$ cat src/rtl/cpu_pkg.sv
// rtl/cpu_pkg.sv - shared constants and types for the fetch stage
// Contents: NOP encoding, fetch-buffer entry width, fetch FSM state codes.
// IFETCH_MISALIGN_CHECK_EN adds a misalign flag bit to each buffer entry.
package cpu_pkg;

    localparam logic [31:0] NOP_INST = 32'h0000_0013;

`ifdef IFETCH_MISALIGN_CHECK_EN
    // {misalign, pc, inst}
    localparam int ENTRY_W = 65;
`else
    // {pc, inst}
    localparam int ENTRY_W = 64;
`endif

    typedef logic [0:0] fetch_state_t;
    localparam fetch_state_t FS_BOOT = 1'b0;
    localparam fetch_state_t FS_RUN  = 1'b1;

endpackage

$ cat src/rtl/if_fifo.sv
// rtl/if_fifo.sv - fetch buffer, circular FIFO with synchronous clear
// Ports: clk, rst_n (async active-low), clr (sync clear), push/push_data,
//        pop, head_data (entry at read pointer), full, empty, count.
module if_fifo #(
    parameter int DEPTH = 2,
    parameter int WIDTH = 64
) (
    input  logic                   clk,
    input  logic                   rst_n,
    input  logic                   clr,
    input  logic                   push,
    input  logic [WIDTH-1:0]       push_data,
    input  logic                   pop,
    output logic [WIDTH-1:0]       head_data,
    output logic                   full,
    output logic                   empty,
    output logic [$clog2(DEPTH):0] count
);
    localparam int AW = $clog2(DEPTH);
    localparam logic [AW:0] FULL_CNT = (AW+1)'(DEPTH);

    logic [WIDTH-1:0] mem_q [DEPTH];
    logic [AW-1:0]    wr_ptr_q, wr_ptr_d;
    logic [AW-1:0]    rd_ptr_q, rd_ptr_d;
    logic [AW:0]      count_q, count_d;
    logic             do_push, do_pop;

    // Clear wins over any same-cycle push or pop.
    assign do_push = push & ~clr;
    assign do_pop  = pop & ~empty & ~clr;

    always_comb begin
        wr_ptr_d = wr_ptr_q;
        rd_ptr_d = rd_ptr_q;
        count_d  = count_q;
        if (clr) begin
            wr_ptr_d = '0;
            rd_ptr_d = '0;
            count_d  = '0;
        end else begin
            // Depth is a power of two, so pointer overflow is the wrap.
            if (do_push) wr_ptr_d = wr_ptr_q + 1'b1;
            if (do_pop)  rd_ptr_d = rd_ptr_q + 1'b1;
            case ({do_push, do_pop})
                2'b10:   count_d = count_q + 1'b1;
                2'b01:   count_d = count_q - 1'b1;
                default: count_d = count_q;
            endcase
        end
    end

    always_ff @(posedge clk or negedge rst_n) begin
        if (!rst_n) begin
            wr_ptr_q <= '0;
            rd_ptr_q <= '0;
            count_q  <= '0;
        end else begin
            wr_ptr_q <= wr_ptr_d;
            rd_ptr_q <= rd_ptr_d;
            count_q  <= count_d;
        end
    end

    // Storage needs no reset: empty masks the head at the consumer.
    always_ff @(posedge clk) begin
        if (do_push) mem_q[wr_ptr_q] <= push_data;
    end

    assign head_data = mem_q[rd_ptr_q];
    assign full      = (count_q == FULL_CNT);
    assign empty     = (count_q == '0);
    assign count     = count_q;

endmodule

$ cat src/rtl/ifetch_stage.sv
// rtl/ifetch_stage.sv - instruction fetch stage with decoupling buffer
// Ports: clk, rst_n (async active-low); pc in, pc_stall out (PC hold);
//        imem_addr/imem_req out, imem_rdata in (one-cycle latency);
//        flush in (redirect); id_valid/id_ready/id_inst/id_pc decode side.
// IFETCH_MISALIGN_CHECK_EN adds output id_misalign and NOP substitution.
module ifetch_stage
    import cpu_pkg::*;
#(
    parameter int          FIFO_DEPTH = 2,
    parameter logic [31:0] RESET_PC   = 32'h0000_0000
) (
    input  logic        clk,
    input  logic        rst_n,
    input  logic [31:0] pc,
    output logic        pc_stall,
    output logic [31:0] imem_addr,
    output logic        imem_req,
    input  logic [31:0] imem_rdata,
    input  logic        flush,
    output logic        id_valid,
    input  logic        id_ready,
    output logic [31:0] id_inst,
`ifdef IFETCH_MISALIGN_CHECK_EN
    output logic [31:0] id_pc,
    output logic        id_misalign
`else
    output logic [31:0] id_pc
`endif
);
    localparam int CW = $clog2(FIFO_DEPTH) + 1;

    fetch_state_t       state_q, state_d;
    logic               inflight_q, inflight_d;
    logic [31:0]        inflight_pc_q, inflight_pc_d;
    logic [CW-1:0]      fifo_count;
    logic               fifo_full, fifo_empty, fifo_push, fifo_pop;
    logic [ENTRY_W-1:0] push_entry, head_entry;
    logic [CW:0]        committed;

    // A pop this cycle frees a slot for a request issued this cycle.
    assign fifo_pop  = ~fifo_empty & id_ready & ~flush;
    assign committed = {1'b0, fifo_count} + (CW+1)'(inflight_q) - (CW+1)'(fifo_pop);

    assign imem_req  = (state_q == FS_RUN) & ~flush & (committed < (CW+1)'(FIFO_DEPTH));
    assign imem_addr = pc;
    // During a redirect the PC must load the new target.
    assign pc_stall  = flush ? (state_q == FS_BOOT) : ~imem_req;

    // Returning data is dropped by a flush in its arrival cycle.
    assign fifo_push = inflight_q & ~flush & (~fifo_full | fifo_pop);

`ifdef IFETCH_MISALIGN_CHECK_EN
    logic inflight_mis_q, inflight_mis_d;

    assign push_entry  = {inflight_mis_q, inflight_pc_q,
                          inflight_mis_q ? NOP_INST : imem_rdata};
    assign id_misalign = ~fifo_empty & head_entry[64];

    always_comb begin
        inflight_mis_d = inflight_mis_q;
        if (imem_req) inflight_mis_d = (pc[1:0] != 2'b00);
    end

    always_ff @(posedge clk or negedge rst_n) begin
        if (!rst_n) inflight_mis_q <= 1'b0;
        else        inflight_mis_q <= inflight_mis_d;
    end
`else
    assign push_entry = {inflight_pc_q, imem_rdata};
`endif

    always_comb begin
        state_d       = FS_RUN;
        inflight_d    = imem_req;
        inflight_pc_d = imem_req ? pc : inflight_pc_q;
    end

    always_ff @(posedge clk or negedge rst_n) begin
        if (!rst_n) begin
            state_q       <= FS_BOOT;
            inflight_q    <= 1'b0;
            inflight_pc_q <= RESET_PC;
        end else begin
            state_q       <= state_d;
            inflight_q    <= inflight_d;
            inflight_pc_q <= inflight_pc_d;
        end
    end

    if_fifo #(
        .DEPTH (FIFO_DEPTH),
        .WIDTH (ENTRY_W)
    ) u_fifo (
        .clk       (clk),
        .rst_n     (rst_n),
        .clr       (flush),
        .push      (fifo_push),
        .push_data (push_entry),
        .pop       (fifo_pop),
        .head_data (head_entry),
        .full      (fifo_full),
        .empty     (fifo_empty),
        .count     (fifo_count)
    );

    // No bypass: decode only ever sees buffered entries.
    assign id_valid = ~fifo_empty;
    assign id_inst  = fifo_empty ? 32'h0 : head_entry[31:0];
    assign id_pc    = fifo_empty ? RESET_PC : head_entry[63:32];

endmodule

$ cat config.mk
export PLATFORM = sky130hd
export DESIGN_NAME = ifetch_stage
export DESIGN_NICKNAME = d
export VERILOG_FILES = /design/src/rtl/cpu_pkg.sv /design/src/rtl/if_fifo.sv /design/src/rtl/ifetch_stage.sv
export SDC_FILE = /design/constraint.sdc
export NUM_CORES = 1
export LEC_CHECK = 0
export ABC_AREA = 1
export BUFFER_PORTS_ARGS = -buffer_cell sky130_fd_sc_hd__buf_2
export CAP_MARGIN = 40
export CORE_UTILIZATION = 40
export CTS_BUF_LIST = sky130_fd_sc_hd__clkbuf_2 sky130_fd_sc_hd__clkbuf_4 sky130_fd_sc_hd__clkbuf_8
export CTS_CLUSTER_DIAMETER = 200
export DETAILED_ROUTE_END_ITERATION = 12
export GPL_TIMING_DRIVEN = 0
export PLACE_DENSITY = 0.64
export SLEW_MARGIN = 40
export SYNTH_ARGS = -nofsm -noshare
export SYNTH_HDL_FRONTEND = slang
export SYNTH_SLANG_ARGS = --single-unit
$ cat constraint.sdc
create_clock -name clk -period 5.1 [get_ports clk]
set_clock_uncertainty 0.15 [all_clocks]
set_input_delay 1.02 -clock clk [delete_from_list [all_inputs] [get_ports clk]]
set_output_delay 1.02 -clock clk [all_outputs]
set_load 0.02 [all_outputs]
==> flow_summary.ini, run 1 <==
[run_status]
outcome = finished clean

[detailed_routing]
drtAntennaViolNets = 0
drc = 0
dr.pass1.iters = 4
wirelength_um = 14600
wire_per_inst_um = 14.9
drtIter0Drc = 236
num_vias = 4588
viasPerCell = 4.67

[sta]
final-hold-violation-count = 0
fin_crit_ns = 4.62
whs_ns = 0.325
slew_violations = 0
fmaxAchievable_ghz = 0.217
worstMarginPinSlew_ns = 0.536
period_share_pct = 90.5
slew_headroom_pct = 64.2
rsz0062_at_grt = no
setup_viol = 0

[yosys]
yosys-top-cells-area = edfxtp_1, dfrtp_1, nand2_1, a21oi_1, buf_4
synth_area_um2 = 6590
ys_warn_count = 0
syn-num-nets = 630
yosysTopAreaCellShare_pct = 58.3
synthTopCellsByCount = nand2_1, edfxtp_1, a21oi_1
synth_flop_cell = edfxtp_1
synth_seq_cells = 166
synth_edf_count = 128
yosysUniqueCellTypes = 22
async_flop_share_pct = 22.9
syn_avg_cell_area_um2 = 11.8
seq_area_frac_synth_pct = 72.7
yosys.area.top_type = edfxtp_1
synth.most_common_cell = nand2_1
syn_inst = 560

[critical_path]
worstPathCellList = buf_2, nor2_1, nand2_1, inv_1, ha_1, or2_2, fa_1, o21a_1, nand4_4, inv_4, buf_6, buf_2
critical_path_class = in2out
r2r_setup_slack_ns = 2.11
path_delay_family = simple AND/OR/NAND/NOR gates
worstSetupEndpointType = primary output
r2r_start = u_fifo.count[0]
path_max_fanout = 11
r2r_cells = 13
setup.worst_path.start_class = input port
crit_required_ns = 3.93
cp.arrival_ns = 3.45
max_stage_delay_ns = 0.50
reg2reg_to = inflight_pc_q[3]
crit_path_frequent_cell = buf_2
slowest_stage = fa_1
cp_num_buf_inv = 5

[floorplan]
die_h_um = 130
die_x_um = 130
fp.coreArea_um2 = 16000
start_util_pct = 41.2
num_rows = 46
ioPinCount = 167
die_area_um2 = 17000

[global_routing]
grt_pass1_wl_um = 22100
grt_overflow = 0
antenna_found_initial = 0
track_usage_pct = 17.6
grt_pass1_vias = 4532
grt_max_degree = 39

[clock_tree]
insertion_delay_ns = 0.44
cts_tree = yes
cts_resized = 0
post_cts_buffers = 0
ctsRootBufferMaster = clkbuf_8
clockBufferDepth = 2
cts_num_sinks = 166
holdBufCountCts = 0
cts_made_buffers = 17
cts_htree_levels = 4
clkTransAtPathRegs_ns = 0.07

[layout]
final_util_pct = 52.1
syn2layout_area_growth_pct = 26.5
diodes = 0
drive_gt1_share_pct = 34.3
finish.net_count = 823

[min_path]
hold_end = u_fifo.mem_q[1][42]
hp-start = inflight_pc_q[10]
whs_path_depth = 0
hp-class = reg2reg

[place]
gp_congestion = 0.757
portBuffers = 166
dp.final_hpwl_um = 10300

[power]
leakage_nw = 3.69
power.density_nw_per_um2 = 554
ir_drop_mv = 0.255

[run]
cap_viol_max_count = 0
how the worst max path moves through the flow:
stage / from / to / cells past startpoint
floorplan: flush / u_fifo.mem_q[0][0] / 5
global placement: flush / u_fifo.mem_q[1][8] / 6
detailed placement: flush / imem_req / 12
CTS: flush / imem_req / 12
global route: flush / imem_req / 12
finish: flush / imem_req / 12
layout make-up:
cell class	count	area [um^2]
Fill cell	1481	7660
Tap cell	216	270
Clock inverter	12	201
Buffer	58	387
Clock buffer	20	256
Sequential cell	166	4790
Inverter	10	40.0
Timing Repair Buffer	174	1000
Multi-Input combinational cell	326	1390
report_power, final:
| group | leakage, nW | switching, mW | internal (mW) |
|---|---|---|---|
| sequential | 1.64 | 0.128 | 1.77 |
| clock | 0.229 | 0.458 | 0.600 |
| combinational | 1.82 | 1.14 | 0.526 |
logic make-up after synthesis:
group	Yosys count	synth area share, %
and+or+nand+nor	253	14.9
DFF	166	72.7
AOI/OAI and AO/OA	70	5.35
buffers and inverters	68	6.47
adders and majority gates	2	0.493
other	1	0.0569
layer usage:
layer / part of all wire (%) / GRT usage [%]
met5: 0 / 0
met4: 1.7 / 7.30
met3: 6.5 / 4.89
met2: 50 / 31.3
met1: 42 / 20.0
cells in the final DEF (no fill, tap or decap), types with 4 or more instances in the layout:
master     instances
clkbuf_8          17
buf_2            177
clkbuf_1           8
a21oi_1           65
inv_1              6
dfrtp_1           38
bufinv_16          5
nand3_1            8
buf_4             36
edfxtp_1         128
buf_16             4
buf_8              4
nand2_1          237
flip-flops by register name (all words and copies together), names as in the netlist:
register         count
u_fifo.wr_ptr_q      1
u_fifo.mem_q       128
state_q              1
u_fifo.rd_ptr_q      1
u_fifo.count         2
inflight_pc_q       32
inflight_q           1
through the flow:
stage / area (um^2) / TNS [ns] / cells / setup WS (ns) / total power, mW
finish: 8340 / 0 / 982 / 0.483 / 4.62
global placement: 7690 / -180.88 / 942 / -1.42 / 3.53
floorplan: 6590 / 0 / 560 / 0.397 / 2.97
global route: 8340 / 0 / 982 / 0.352 / 4.91
CTS: 8340 / 0 / 982 / 0.476 / 4.68
detailed placement: 7880 / 0 / 950 / 0.482 / 3.62
No activity file was read; power rests on OpenSTA's default activity.
==> run 2: changes to the inputs <==
ABC_AREA = default   (was 1)
==> run 2 against run 1 <==
Via count shrank 16%. Synthesized cell count shrank 26%. Die area grew 2.5%. Routed wire length shrank 12%. Register-to-register slack lost 0.19 ns. Largest cell class unchanged.
==> flow_summary.ini, run 2 <==
[yosys]
syn_inst = 412
synth_seq_cells = 166
yosysTopAreaCellShare_pct = 56.9
yosysUniqueCellTypes = 29
synth_area_um2 = 6760
async_flop_share_pct = 22.9
synth_flop_cell = edfxtp_1
synth_edf_count = 128
synthTopCellsByCount = edfxtp_1, nor2_1, mux2i_1
ys_warn_count = 0
seq_area_frac_synth_pct = 70.9
yosys-top-cells-area = edfxtp_1, dfrtp_1, mux2i_1, mux2_4, nor2_1
yosys.area.top_type = edfxtp_1
synth.most_common_cell = edfxtp_1
syn-num-nets = 482
syn_avg_cell_area_um2 = 16.4

[critical_path]
cp.depth = 11
setup.worst_path.start_class = flip-flop
worstSetupEndpointType = primary output
crit_required_ns = 3.93
cp_num_buf_inv = 4
r2r_start = u_fifo.count[0]
path_max_fanout = 11
critical_path_class = reg2out
r2r_setup_slack_ns = 1.92
worstPathCellList = clkbuf_1, o21ai_0, nor2_1, ha_1, nand2b_1, fa_1, xnor2_1, and4b_1, buf_6, buf_12, buf_2
crit_path_end = imem_req
cp.arrival_ns = 3.22
reg2reg_to = inflight_pc_q[3]
slowest_stage = o21ai_0
setup.worst_path.start = u_fifo.count[0]
path_delay_family = buffers and inverters
max_stage_delay_ns = 0.38
r2r_cells = 11

[clock_tree]
cts_num_sinks = 166
clockBufferDepth = 2
post_cts_buffers = 0
cts_tree = yes
cts_made_buffers = 17
cts_resized = 0
ctsRootBufferMaster = clkbuf_8
clkTransAtPathRegs_ns = 0.09
holdBufCountCts = 0
cts_htree_levels = 4
insertion_delay_ns = 0.44

[layout]
largest_register = u_fifo.mem_q
fillers = 1428
finish.net_count = 680
largest_reg_flops = 128
final_cell_mix = buf_2, edfxtp_1, nor2_1
drive_gt1_share_pct = 47.4
layout_commonest_cell = buf_2
syn2layout_area_growth_pct = 24.9
diodes = 0

[floorplan]
die_x_um = 132
ioPinCount = 167
fp.coreArea_um2 = 16500
start_util_pct = 40.9
num_rows = 47
die_area_um2 = 17400
die_h_um = 132

[sta]
setup_viol = 0
slew_violations = 0
period_share_pct = 86.1
final-hold-violation-count = 0
slew_headroom_pct = 57.5
fin_crit_ns = 4.39
rsz0062_at_grt = no
whs_ns = 0.327
worstMarginPinSlew_ns = 0.637
fmaxAchievable_ghz = 0.228
fin_tns_setup_ns = 0

[detailed_routing]
drc = 0
dr.pass1.iters = 4
num_vias = 3841
wire_per_inst_um = 15.1
wirelength_um = 12800
viasPerCell = 4.56
drtAntennaViolNets = 0
drtIter0Drc = 160

[global_routing]
grt_overflow = 0
grt_use_met2_pct = 25.5
antenna_found_initial = 0
grt_pass1_wl_um = 19900
grt-busiest-layer = met2
grt_max_degree = 39
grt_pass1_vias = 3911
grt_use_met3_pct = 3.96
track_usage_pct = 15.1
use_met1_pct = 18.8

[run]
cap_viol_max_count = 0

[run_status]
outcome = finished clean

[place]
gp_congestion = 0.797
dp.final_hpwl_um = 9240
portBuffers = 165

[min_path]
hp-class = reg2reg

[power]
ir_drop_mv = 0.159
leakage_nw = 3.46
power.density_nw_per_um2 = 352
-- run 2: cell types whose count changed in the layout (fill, tap and decap cells not counted), sizes merged, moves of 5 or more --
cell    change
nand2     -235
mux2i      +65
nor2       +64
a21oi      -62
mux2       +33
nand3       -8
clkbuf      -5
-- run 2: per-layer routing --
layer,wire length [um],share of wire (%)
met1,5590,44
met2,6340,50
met3,677,5.3
met4,160,1.3
met5,0,0
-- run 2: kinds of logic (layout without fill, tap and decap cells) --
logic type	Yosys count	after routing	synth area share (%)
AO/OA/AOI/OAI	7	7	0.629
XOR/XNOR	3	3	0.389
adder cells (fa/ha/maj)	2	2	0.481
buffers and inverters	56	267	6.05
flip-flops	166	166	70.9
multiplexers	98	98	16.7
other	1	1	0.0555
AND/OR/NAND/NOR	79	79	4.72
-- run 2: report_power, final --
part	leakage [nW]	internal [mW]	switching, mW
sequential	1.62	1.58	0.0536
combinational	1.65	0.203	0.216
clock	0.192	0.445	0.476
-- run 2: layout make-up --
type	count	area [um^2]	area share, %
repair buffers	179	990	11.7
flip-flops and latches	166	4790	56.8
multi-input cells	190	1580	18.7
well taps	220	275	3.26
clock buffers	18	241	2.86
inverters	3	11.3	0.133
clock inverters	14	149	1.76
plain buffers	53	398	4.71
-- run 2: stage by stage --
step	instances	power (mW)	worst slack (ns)	instance area (um^2)	utilization [%]
after floorplan	412	1.93	0.757	6770	-
after CTS	843	3.01	0.663	8440	51.1
after detailed placement	811	2.09	0.729	8050	48.7
final	843	2.97	0.711	8440	51.1
after global placement	797	2.06	-0.894	7870	47.6
after global routing	843	3.10	0.484	8440	51.1
-- run 2: how the worst min path moves through the flow --
stage / startpoint / endpoint / slack (ns) / cells after the start
floorplan: inflight_pc_q[4] / u_fifo.mem_q[0][36] / 0.29 / 0
global placement: inflight_pc_q[4] / u_fifo.mem_q[0][36] / 0.30 / 0
detailed placement: inflight_pc_q[2] / u_fifo.mem_q[0][34] / 0.31 / 0
CTS: inflight_pc_q[5] / u_fifo.mem_q[1][37] / 0.33 / 0
global route: inflight_pc_q[5] / u_fifo.mem_q[1][37] / 0.34 / 0
finish: inflight_pc_q[6] / u_fifo.mem_q[0][38] / 0.33 / 0
